[config.mk]
export PLATFORM = sky130hd
export DESIGN_NAME = rf_write_arbiter_flat
export DESIGN_NICKNAME = d
export VERILOG_FILES = /design/src/rtl/rf_write_arbiter_if.sv /design/src/rtl/rf_write_arbiter.sv /design/src/flat_wrapper.sv
export SDC_FILE = /design/constraint.sdc
export NUM_CORES = 1
export LEC_CHECK = 0
export BUFFER_PORTS_ARGS = -buffer_cell sky130_fd_sc_hd__buf_2
export CELL_PAD_IN_SITES_DETAIL_PLACEMENT = 0
export CELL_PAD_IN_SITES_GLOBAL_PLACEMENT = 2
export CORE_UTILIZATION = 29
export DETAILED_ROUTE_END_ITERATION = 10
export HOLD_SLACK_MARGIN = 0.03
export PLACE_DENSITY_LB_ADDON = 0.1
export SKIP_CTS_REPAIR_TIMING = 1
export SYNTH_ARGS = -nofsm -noshare
export SYNTH_HDL_FRONTEND = slang
export SYNTH_SLANG_ARGS = --single-unit
[constraint.sdc]
create_clock -name clk -period 9.2 [get_ports clk]
set_clock_uncertainty 0.2 [all_clocks]
set_input_delay 0.46 -clock clk [delete_from_list [all_inputs] [get_ports clk]]
set_output_delay 0.46 -clock clk [all_outputs]
set_load 0.03 [all_outputs]
[src/rtl/rf_write_arbiter_if.sv]
// Write-port bus between the register-file requesters and rf_write_arbiter.
// Requesters drive the master side. The arbiter is the slave and returns ready plus the registered write stage.
interface rf_write_arbiter_if #(
  parameter int NREQ  = 3,
  parameter int NREGS = 32,
  parameter int AW    = 5,
  parameter int DW    = 32
);
  localparam int IDW = (NREQ > 1) ? $clog2(NREQ) : 1;

  logic [NREQ-1:0]    req_valid;
  logic [NREQ-1:0]    req_lock;
  logic [NREQ*AW-1:0] req_addr;
  logic [NREQ*DW-1:0] req_data;
  logic [NREQ-1:0]    req_ready;

  logic [NREGS-1:0]   rf_wen;
  logic [AW-1:0]      rf_waddr;
  logic [DW-1:0]      rf_wdata;
  logic               wr_valid;
  logic [IDW-1:0]     grant_id;
  logic               locked;

  modport master (
    output req_valid, req_lock, req_addr, req_data,
    input  req_ready, rf_wen, rf_waddr, rf_wdata, wr_valid, grant_id, locked
  );

  modport slave (
    input  req_valid, req_lock, req_addr, req_data,
    output req_ready, rf_wen, rf_waddr, rf_wdata, wr_valid, grant_id, locked
  );
endinterface

[src/rtl/rf_write_arbiter.sv]
// Round-robin arbiter with optional burst lock for the shared register-file write port.
// Each accepted beat becomes a one-cycle one-hot wEnable on the following cycle. Beats to register 0 or out of range are dropped.
module rf_write_arbiter #(
  parameter int NREQ     = 3,
  parameter int NREGS    = 32,
  parameter int AW       = 5,
  parameter int DW       = 32,
  parameter int LOCK_MAX = 8
) (
  input logic clk,
  input logic clr,
  rf_write_arbiter_if.slave bus
);
  localparam int IDW = (NREQ > 1) ? $clog2(NREQ) : 1;
  localparam int CW  = $clog2(LOCK_MAX + 2);

  typedef enum logic {
    ST_ARB,
    ST_LOCKED
  } state_t;

  state_t          state, state_nxt;
  logic [IDW-1:0]  ptr, ptr_nxt;
  logic [IDW-1:0]  owner, owner_nxt;
  logic [CW-1:0]   lock_cnt, cnt_nxt;

  logic            win_found;
  logic [IDW-1:0]  win_idx;
  logic [IDW-1:0]  acc_idx;
  logic [NREQ-1:0] ready;
  logic            accept;
  logic            acc_lock;
  logic [AW-1:0]   acc_addr;
  logic [DW-1:0]   acc_data;
  logic            in_range;
  logic            timeout;

  function automatic logic [IDW-1:0] next_of(input logic [IDW-1:0] i);
    if (32'(i) == NREQ - 1)
      return '0;
    return i + IDW'(1);
  endfunction

  // First valid requester at or after the pointer, wrapping modulo NREQ
  always_comb begin
    logic [IDW-1:0] cand;
    win_found = 1'b0;
    win_idx   = '0;
    cand      = '0;
    for (int k = 0; k < NREQ; k++) begin
      cand = IDW'((32'(ptr) + k) % NREQ);
      if (!win_found && bus.req_valid[cand]) begin
        win_found = 1'b1;
        win_idx   = cand;
      end
    end
  end

  always_comb begin
    ready = '0;
    if (!clr) begin
      if (state == ST_ARB) begin
        if (win_found)
          ready[win_idx] = 1'b1;
      end else begin
        ready[owner] = bus.req_valid[owner];
      end
    end
  end

  assign bus.req_ready = ready;
  assign accept    = |ready;
  assign acc_idx   = (state == ST_ARB) ? win_idx : owner;
  assign acc_lock  = bus.req_lock[acc_idx];
  assign acc_addr  = bus.req_addr[32'(acc_idx)*AW +: AW];
  assign acc_data  = bus.req_data[32'(acc_idx)*DW +: DW];
  assign in_range  = (acc_addr != '0) && (32'(acc_addr) < NREGS);
  // The counter starts at 1 on the locking beat, so the lock spans LOCK_MAX cycles including that beat
  assign timeout   = (32'(lock_cnt) + 1 >= LOCK_MAX);

  always_comb begin
    state_nxt = state;
    ptr_nxt   = ptr;
    owner_nxt = owner;
    cnt_nxt   = lock_cnt;
    case (state)
      ST_ARB: begin
        if (accept) begin
          if (acc_lock) begin
            state_nxt = ST_LOCKED;
            owner_nxt = acc_idx;
            cnt_nxt   = CW'(1);
          end else begin
            ptr_nxt = next_of(acc_idx);
          end
        end
      end
      ST_LOCKED: begin
        cnt_nxt = lock_cnt + CW'(1);
        if ((accept && !acc_lock) || timeout) begin
          state_nxt = ST_ARB;
          ptr_nxt   = next_of(owner);
          cnt_nxt   = '0;
        end
      end
      default: begin
        state_nxt = ST_ARB;
        cnt_nxt   = '0;
      end
    endcase
  end

  always_ff @(posedge clk or posedge clr) begin
    if (clr) begin
      state    <= ST_ARB;
      ptr      <= '0;
      owner    <= '0;
      lock_cnt <= '0;
    end else begin
      state    <= state_nxt;
      ptr      <= ptr_nxt;
      owner    <= owner_nxt;
      lock_cnt <= cnt_nxt;
    end
  end

  // Address, data and id hold across idle cycles. The enable is a single-cycle pulse per beat
  always_ff @(posedge clk or posedge clr) begin
    if (clr) begin
      bus.rf_wen   <= '0;
      bus.rf_waddr <= '0;
      bus.rf_wdata <= '0;
      bus.wr_valid <= 1'b0;
      bus.grant_id <= '0;
      bus.locked   <= 1'b0;
    end else begin
      bus.rf_wen   <= '0;
      bus.wr_valid <= 1'b0;
      bus.locked   <= (state_nxt == ST_LOCKED);
      if (accept) begin
        bus.rf_waddr <= acc_addr;
        bus.rf_wdata <= acc_data;
        bus.grant_id <= acc_idx;
        if (in_range) begin
          bus.rf_wen   <= NREGS'(1) << acc_addr;
          bus.wr_valid <= 1'b1;
        end
      end
    end
  end
endmodule
[src/flat_wrapper.sv]
// flat-port wrapper written by rule: the top's interface ports become plain ports
module rf_write_arbiter_flat 
#(
  parameter int NREQ     = 3,
  parameter int NREGS    = 32,
  parameter int AW       = 5,
  parameter int DW       = 32,
  parameter int LOCK_MAX = 8
)
  (clk, clr, bus_req_valid, bus_req_lock, bus_req_addr, bus_req_data, bus_req_ready, bus_rf_wen, bus_rf_waddr, bus_rf_wdata, bus_wr_valid, bus_grant_id, bus_locked);
  rf_write_arbiter_if #(.NREQ(NREQ), .NREGS(NREGS), .AW(AW), .DW(DW)) bus_i ();
  input logic clk;
  input logic clr;
  input wire logic [$bits(bus_i.req_valid)-1:0] bus_req_valid;
  input wire logic [$bits(bus_i.req_lock)-1:0] bus_req_lock;
  input wire logic [$bits(bus_i.req_addr)-1:0] bus_req_addr;
  input wire logic [$bits(bus_i.req_data)-1:0] bus_req_data;
  output wire logic [$bits(bus_i.req_ready)-1:0] bus_req_ready;
  output wire logic [$bits(bus_i.rf_wen)-1:0] bus_rf_wen;
  output wire logic [$bits(bus_i.rf_waddr)-1:0] bus_rf_waddr;
  output wire logic [$bits(bus_i.rf_wdata)-1:0] bus_rf_wdata;
  output wire logic [$bits(bus_i.wr_valid)-1:0] bus_wr_valid;
  output wire logic [$bits(bus_i.grant_id)-1:0] bus_grant_id;
  output wire logic [$bits(bus_i.locked)-1:0] bus_locked;
  assign bus_i.req_valid = bus_req_valid;
  assign bus_i.req_lock = bus_req_lock;
  assign bus_i.req_addr = bus_req_addr;
  assign bus_i.req_data = bus_req_data;
  assign bus_req_ready = bus_i.req_ready;
  assign bus_rf_wen = bus_i.rf_wen;
  assign bus_rf_waddr = bus_i.rf_waddr;
  assign bus_rf_wdata = bus_i.rf_wdata;
  assign bus_wr_valid = bus_i.wr_valid;
  assign bus_grant_id = bus_i.grant_id;
  assign bus_locked = bus_i.locked;
  rf_write_arbiter #(.NREQ(NREQ), .NREGS(NREGS), .AW(AW), .DW(DW), .LOCK_MAX(LOCK_MAX)) u_core (.clk(clk), .clr(clr), .bus(bus_i));
endmodule
==> After elaboration in Yosys (flattened, before gate mapping) <==
Index checks and enable logic that the tools add are counted.
{ "word_totals": {"reg_bits": 81, "in_bits": 119, "out_inout_bits": 76, "word_cells": 104} }
{ "classes": {"add_sub_neg": 6, "mul": 1, "n_div": 3, "order_cmp": 9, "eq_ne": 6, "shifts": 3, "muxes": 51, "bitwise": 2, "reduce_logical": 14} }
{ "op_table": {"columns": ["operator", "n"], "rows": [
  ["96-bit by 8-bit variable part select with 32-bit output", 1],
  ["32-bit by 2-bit modulo with 32-bit output (second input constant)", 2],
  ["32-bit 2-to-1 mux", 2],
  ["32-bit by 4-bit >= comparator with 1-bit output (second input constant)", 1],
  ["2-bit by 2-bit modulo with 32-bit output (second input constant)", 1],
  ["1-bit by 5-bit left shift with 32-bit output (first input constant)", 1],
  ["1-bit 2-to-1 mux", 22],
  ["2-bit 2-to-1 mux", 11],
  ["2-bit by 3-bit less-than comparator with 1-bit output (second input constant)", 6],
  ["15-bit by 6-bit variable part select with 5-bit output", 1],
  ["4-bit 2-to-1 mux", 3],
  ["1-bit binary-select mux with 2-bit select", 5],
  ["3-bit 2-to-1 mux", 3],
  ["4-bit one-hot mux with 2 select lines", 1],
  ["3-bit AND reduction", 2],
  ["4-bit by 1-bit adder with 5-bit output (second input constant)", 1],
  ["1-bit logical AND", 5],
  ["2-bit by 3-bit multiplier with 5-bit output (second input constant)", 1],
  ["5-bit nonzero test", 1],
  ["2-bit by 1-bit adder with 2-bit output (second input constant)", 2],
  ["4-bit by 1-bit adder with 4-bit output (second input constant)", 1],
  ["1-bit demux with 2-bit select", 2],
  ["2-bit equality test (second input constant)", 2],
  ["2-bit by 1-bit >= comparator with 1-bit output (second input constant)", 2],
  ["12 further kinds", 16]
]} }

==> Depth between registers and ports, before layout <==
{ "logic_depth": {"depth_word": 25, "depth_mapped": 13, "depth_no_buf": 10} }

==> Least setup slack after synthesis <==
No wires, ideal clock.
{ "synth_path": {"path_type": "flip-flop to flip-flop", "start": "reg u_core.ptr[0]", "end": "reg u_core.bus.rf_wdata[21]", "setup_ps": 87, "arrival_ps": 3173, "t_required_ps": 8913, "setup_slack_ps": 5740, "path_stages_with_launch": 12, "n_path_buf": 1, "path_cell_list": "dfrtp_1 inv_1 ha_1 nor2b_1 o21a_1 or4b_4 a22o_1 or2_4 a21oi_1 nor2_1 clkbuf_1 o211ai_1"} }
{ "synth_via": {"elab_chain_cells": 18} }
{ "synth_rtl": {"columns": ["element", "line_no", "rtl"], "rows": [
  ["from (decl)", "rf_write_arbiter.sv:23", "logic [IDW-1:0] ptr, ptr_nxt;"],
  ["from (signal assigned)", "rf_write_arbiter.sv:121", "ptr <= ptr_nxt;"],
  ["branches (longest 14 deep; another with 32-bit by 2-bit modulo with 32-bit output)", null, null],
  ["3-bit 2-to-1 mux (*)", "rf_write_arbiter.sv:63", "if (win_found)"],
  ["3-bit 2-to-1 mux (*)", "rf_write_arbiter.sv:62", "if (state == ST_ARB) begin"],
  ["3-bit 2-to-1 mux (*)", "rf_write_arbiter.sv:61", "if (!clr) begin"],
  ["net bus_req_ready[1]", "flat_wrapper.sv:18", "output wire logic [$bits(bus_i.req_ready)-1:0] bus_req_ready;"],
  ["3-bit OR reduction (*)", "rf_write_arbiter.sv:72", "assign accept = |ready;"],
  ["to (signal assigned)", "rf_write_arbiter.sv:142", "bus.rf_wdata <= acc_data;"],
  ["to (decl)", "rf_write_arbiter_if.sv:31", "output req_ready, rf_wen, rf_waddr, rf_wdata, wr_valid, grant_id, locked"]
]} }
Mark *: on every way through the listed nets, which the timed path passes. The select of a mux whose other input is x is not followed.
A chain may end at the register's enable or synchronous reset.

==> Worst setup path in the final report <==
{ "layout_path": {"start": "reg u_core.ptr[0]", "end": "reg u_core.bus.rf_wen[28]"} }
{ "layout_via": {"elab_chain_cells": 19} }
{ "layout_rtl": {"columns": ["element", "line_no", "rtl"], "rows": [
  ["branches (longest 18 deep; another with 32-bit by 2-bit modulo with 32-bit output)", null, null],
  ["32-bit 2-to-1 mux (*)", "rf_write_arbiter.sv:140", "if (accept) begin"],
  ["to (signal assigned)", "rf_write_arbiter.sv:145", "bus.rf_wen <= NREGS'(1) << acc_addr;"],
  ["to (decl)", "rf_write_arbiter_if.sv:31", null]
]} }
Every way passes the cells marked *. The select of a mux whose other input is x is not followed.

==> metrics.txt <==
status=completed; total power=0.00232 W; Power Density=410 mW/mm^2; hpwl dp=a little under 10000 um; RR Endpoint=u_core.bus.rf_wen[28]; syn_area_per_cell=9.88 sq um; Flop pwr share=23.8%; CP Capture Point=u_core.bus.rf_wen[28]; Synth area leader=dfrtp_1; fin cells=792; Max-slew headroom=27.0%; CP endpoint kind=flop; Net Count, Synth=550; placed cells=775; Unique masters post-synth=54; CP arrival=3970 ps; die area=0.0150 sq mm; Synth Area in Compound Gates=19.1%; clock network power share=16.5%; ratio of cells with drive above 1 in the final layout=42.5%; Skew-Pair Late Insertion Delay=350 ps; total gr overflow=0; DRT iter0 DRCs=between 150 and 200; DRT Pass-1 Iters=4; Final Cycle Share=a little over two fifths; area share of fa/ha/maj cells after synthesis=1.79%; Post-synth EDFFs=0; largest net degree at the start of global routing=65; DR vias=3855; RSZ-0062 raised after global routing=no; initial antenna violation count=0; largest family of logic cells by synthesized area=compound AO/OA/AOI/OAI gates; Main synth FF type=dfrtp_1; H-tree depth reported by CTS=3; fmax=about 260 MHz; Worst R2R Setup Slack=5290 ps; GPL Wtd Cong=0.867; I/O Buffers=between 150 and 200; flops & latches, synth=81; clock sinks=between 80 and 90; mux contribution to synthesized area=10.8%; Root Buffer=clkbuf_16; Hold Violations, Final=0; Die Wd=122 um; Max Root-Sink Buffers=2; Initial Util=between 30% and 40%; first-pass GRT wire length=19800 um; simple-gate portion of the synthesized area=16.5%; Slew Viols, Final=0; share of the synthesized area in the top cell type=48.3%; Worst EP required=9270 ps; NetSw=0.00113 W; xor and xnor fraction of the mapped netlist area=0%; Core ar.=0.0140 sq mm; area added between synthesis and finish=34.7%; worst r2r path cells=11; I/O pin count=195; Leak Pwr=2.89 nW; Slew @ Worst Pin=~1100 ps; final setup violation count=0; Post-Syn Instances=~430; setup TNS=0 ps; Mapped Area=approximately 0.0042 sq mm; VDD IR max=~0.25 mV; critical path class=reg -> reg; vias in the first global route=3715; final net count=732; row cnt=43; Synth Warn #=0; Routed WL per cell=16.3 um; final WL=12900 um; Post-route DRC=0; diode count=0; total track usage=roughly 18%; Util after Layout=roughly two fifths; switching share of power=48.7%; register area share after synthesis=48.3%; Comb power frac=59.6%; crit path from=u_core.ptr[0]; Internal=0.00119 W; synth top area cells=dfrtp_1 48%, mux2_2 7.5%, a22oi_1 4.6%; vias per cell=between 4 and 5; crit path time final=3910 ps; Die Y=~120 um; crit start category=flop; worst-path fanout max=33; ys async rst share=100%; Min-Delay Path Class=in -> reg; CTS buffer count=9; CTS clk-pin slew, worst paths=60 ps; Routed Antenna Nets=0; reg2reg start=u_core.ptr[0]; TritonCTS clock tree=yes; max_cap viols=0
worst min-delay path by stage:
| stage | from | to | slack [ps] | cells after the start |
|---|---|---|---|---|
| 3_5_place_dp | u_core.bus.rf_wdata[15] | u_core.bus.rf_wdata[15] | 270 | 2 |
| 5_1_grt | bus_req_data[85] | u_core.bus.rf_wdata[21] | 170 | 3 |
| 3_3_place_gp | u_core.bus.rf_wdata[15] | u_core.bus.rf_wdata[15] | 260 | 2 |
| 2_1_floorplan | u_core.lock_cnt[3] | u_core.lock_cnt[3] | 260 | 1 |
| 4_1_cts | clr | u_core.bus.grant_id[0] | -20 | 2 |
| 6_report | bus_req_data[94] | u_core.bus.rf_wdata[30] | 170 | 3 |
layer usage:
| metal | routed length (um) | part of all wire [%] | track usage [%] |
|---|---|---|---|
| met5 | 0 | 0 | 0 |
| met3 | 825 | 6.4 | 4.37 |
| met4 | 138 | 1.1 | 6.02 |
| met2 | 6370 | 49 | 29.5 |
| met1 | 5570 | 43 | 22.2 |
cell usage in the layout (no fill, tap or decap), types with 3 or more instances in the layout:
cell,netlist,routed
nor2_1,39,38
clkbuf_16,0,9
dfrtp_1,81,81
nand4_1,3,3
a22oi_1,26,26
or2_2,4,4
o21ai_0,31,31
buf_4,0,4
nand2_1,49,49
mux2_2,28,28
or4_4,3,3
nand2b_1,5,5
mux2i_1,14,14
clkinv_2,0,4
a21oi_1,11,10
nor4_1,5,5
buf_2,4,194
ha_1,6,6
a221oi_1,3,3
nor2b_1,6,6
o211ai_1,12,12
nand3_1,14,14
nor3_1,6,6
inv_1,8,7
a221o_1,3,3
o21a_1,3,3
stage by stage:
stage	hold slack [ps]	setup WS, ps	instance area [sq um]
after global placement	260	5380	5340
after detailed placement	265	5280	5340
after CTS	-21.0	5240	5650
after global routing	173	4920	5660
final	170	5290	5660
after floorplan	263	5740	4200
state kept, by name, summed over array words and instances, names as in the netlist:
register             flops
u_core.bus.rf_wen       32
u_core.bus.rf_waddr      5
u_core.bus.rf_wdata     32
u_core.lock_cnt          4
u_core.ptr               2
u_core.state             1
u_core.bus.grant_id      2
u_core.owner             2
u_core.bus.wr_valid      1
worst max-delay path, stage by stage (launching register included):
cell,delay [ps]
dfrtp_1,390
inv_1,80
ha_1,370
nand3b_1,110
or2_1,240
a211oi_2,590
or2_2,680
a32o_1,210
a311oi_1,50
buf_4,240
or4_4,540
nor2_1,120
power by group through the flow:
| stage | clock network, W | registers (W) | logic (W) |
|---|---|---|---|
| 2_1_floorplan | 0 | 0.000748 | 0.000831 |
| 3_3_place_gp | 0 | 0.000557 | 0.00139 |
| 3_5_place_dp | 0 | 0.000559 | 0.00141 |
| 4_1_cts | 0.000394 | 0.000554 | 0.00141 |
| 5_1_grt | 0.000407 | 0.000571 | 0.00152 |
| 6_report | 0.000383 | 0.000552 | 0.00138 |
synth_stat cells, drive strengths merged (2+ instances only):
| library cell | instances |
|---|---|
| a211o | 2 |
| a21o | 2 |
| a21oi | 11 |
| a221o | 3 |
| a221oi | 5 |
| a22oi | 26 |
| a311oi | 2 |
| and2 | 2 |
| buf | 6 |
| clkbuf | 22 |
| dfrtp | 81 |
| ha | 6 |
| inv | 8 |
| mux2 | 28 |
| mux2i | 14 |
| nand2 | 49 |
| nand2b | 5 |
| nand3 | 14 |
| nand3b | 2 |
| nand4 | 3 |
| nor2 | 39 |
| nor2b | 6 |
| nor3 | 7 |
| nor4 | 5 |
| nor4b | 2 |
| o211ai | 12 |
| o21a | 3 |
| o21ai | 33 |
| o22ai | 2 |
| or2 | 6 |
| or4 | 3 |
kinds of logic (layout without fill, tap and decap cells):
kind of cell             after synthesis  count (layout)
flip-flops                            81              81
AO/OA/AOI/OAI                        114             114
buffers and inverters                 37             224
AND/OR/NAND/NOR                      144             144
adder cells (fa/ha/maj)                6               6
other                                  1               1
multiplexers                          42              42
cell type report:
cell class / count / area (sq um)
repair buffers: 199 / 1010
flip-flops and latches: 81 / 2030
inverters: 9 / 35.0
fillers: 1439 / 8330
clock inverters: 6 / 82.6
well taps: 180 / 225
clock buffers: 10 / 229
multi-input cells: 307 / 2050
Note: power is estimated with default switching activity, not from simulation.
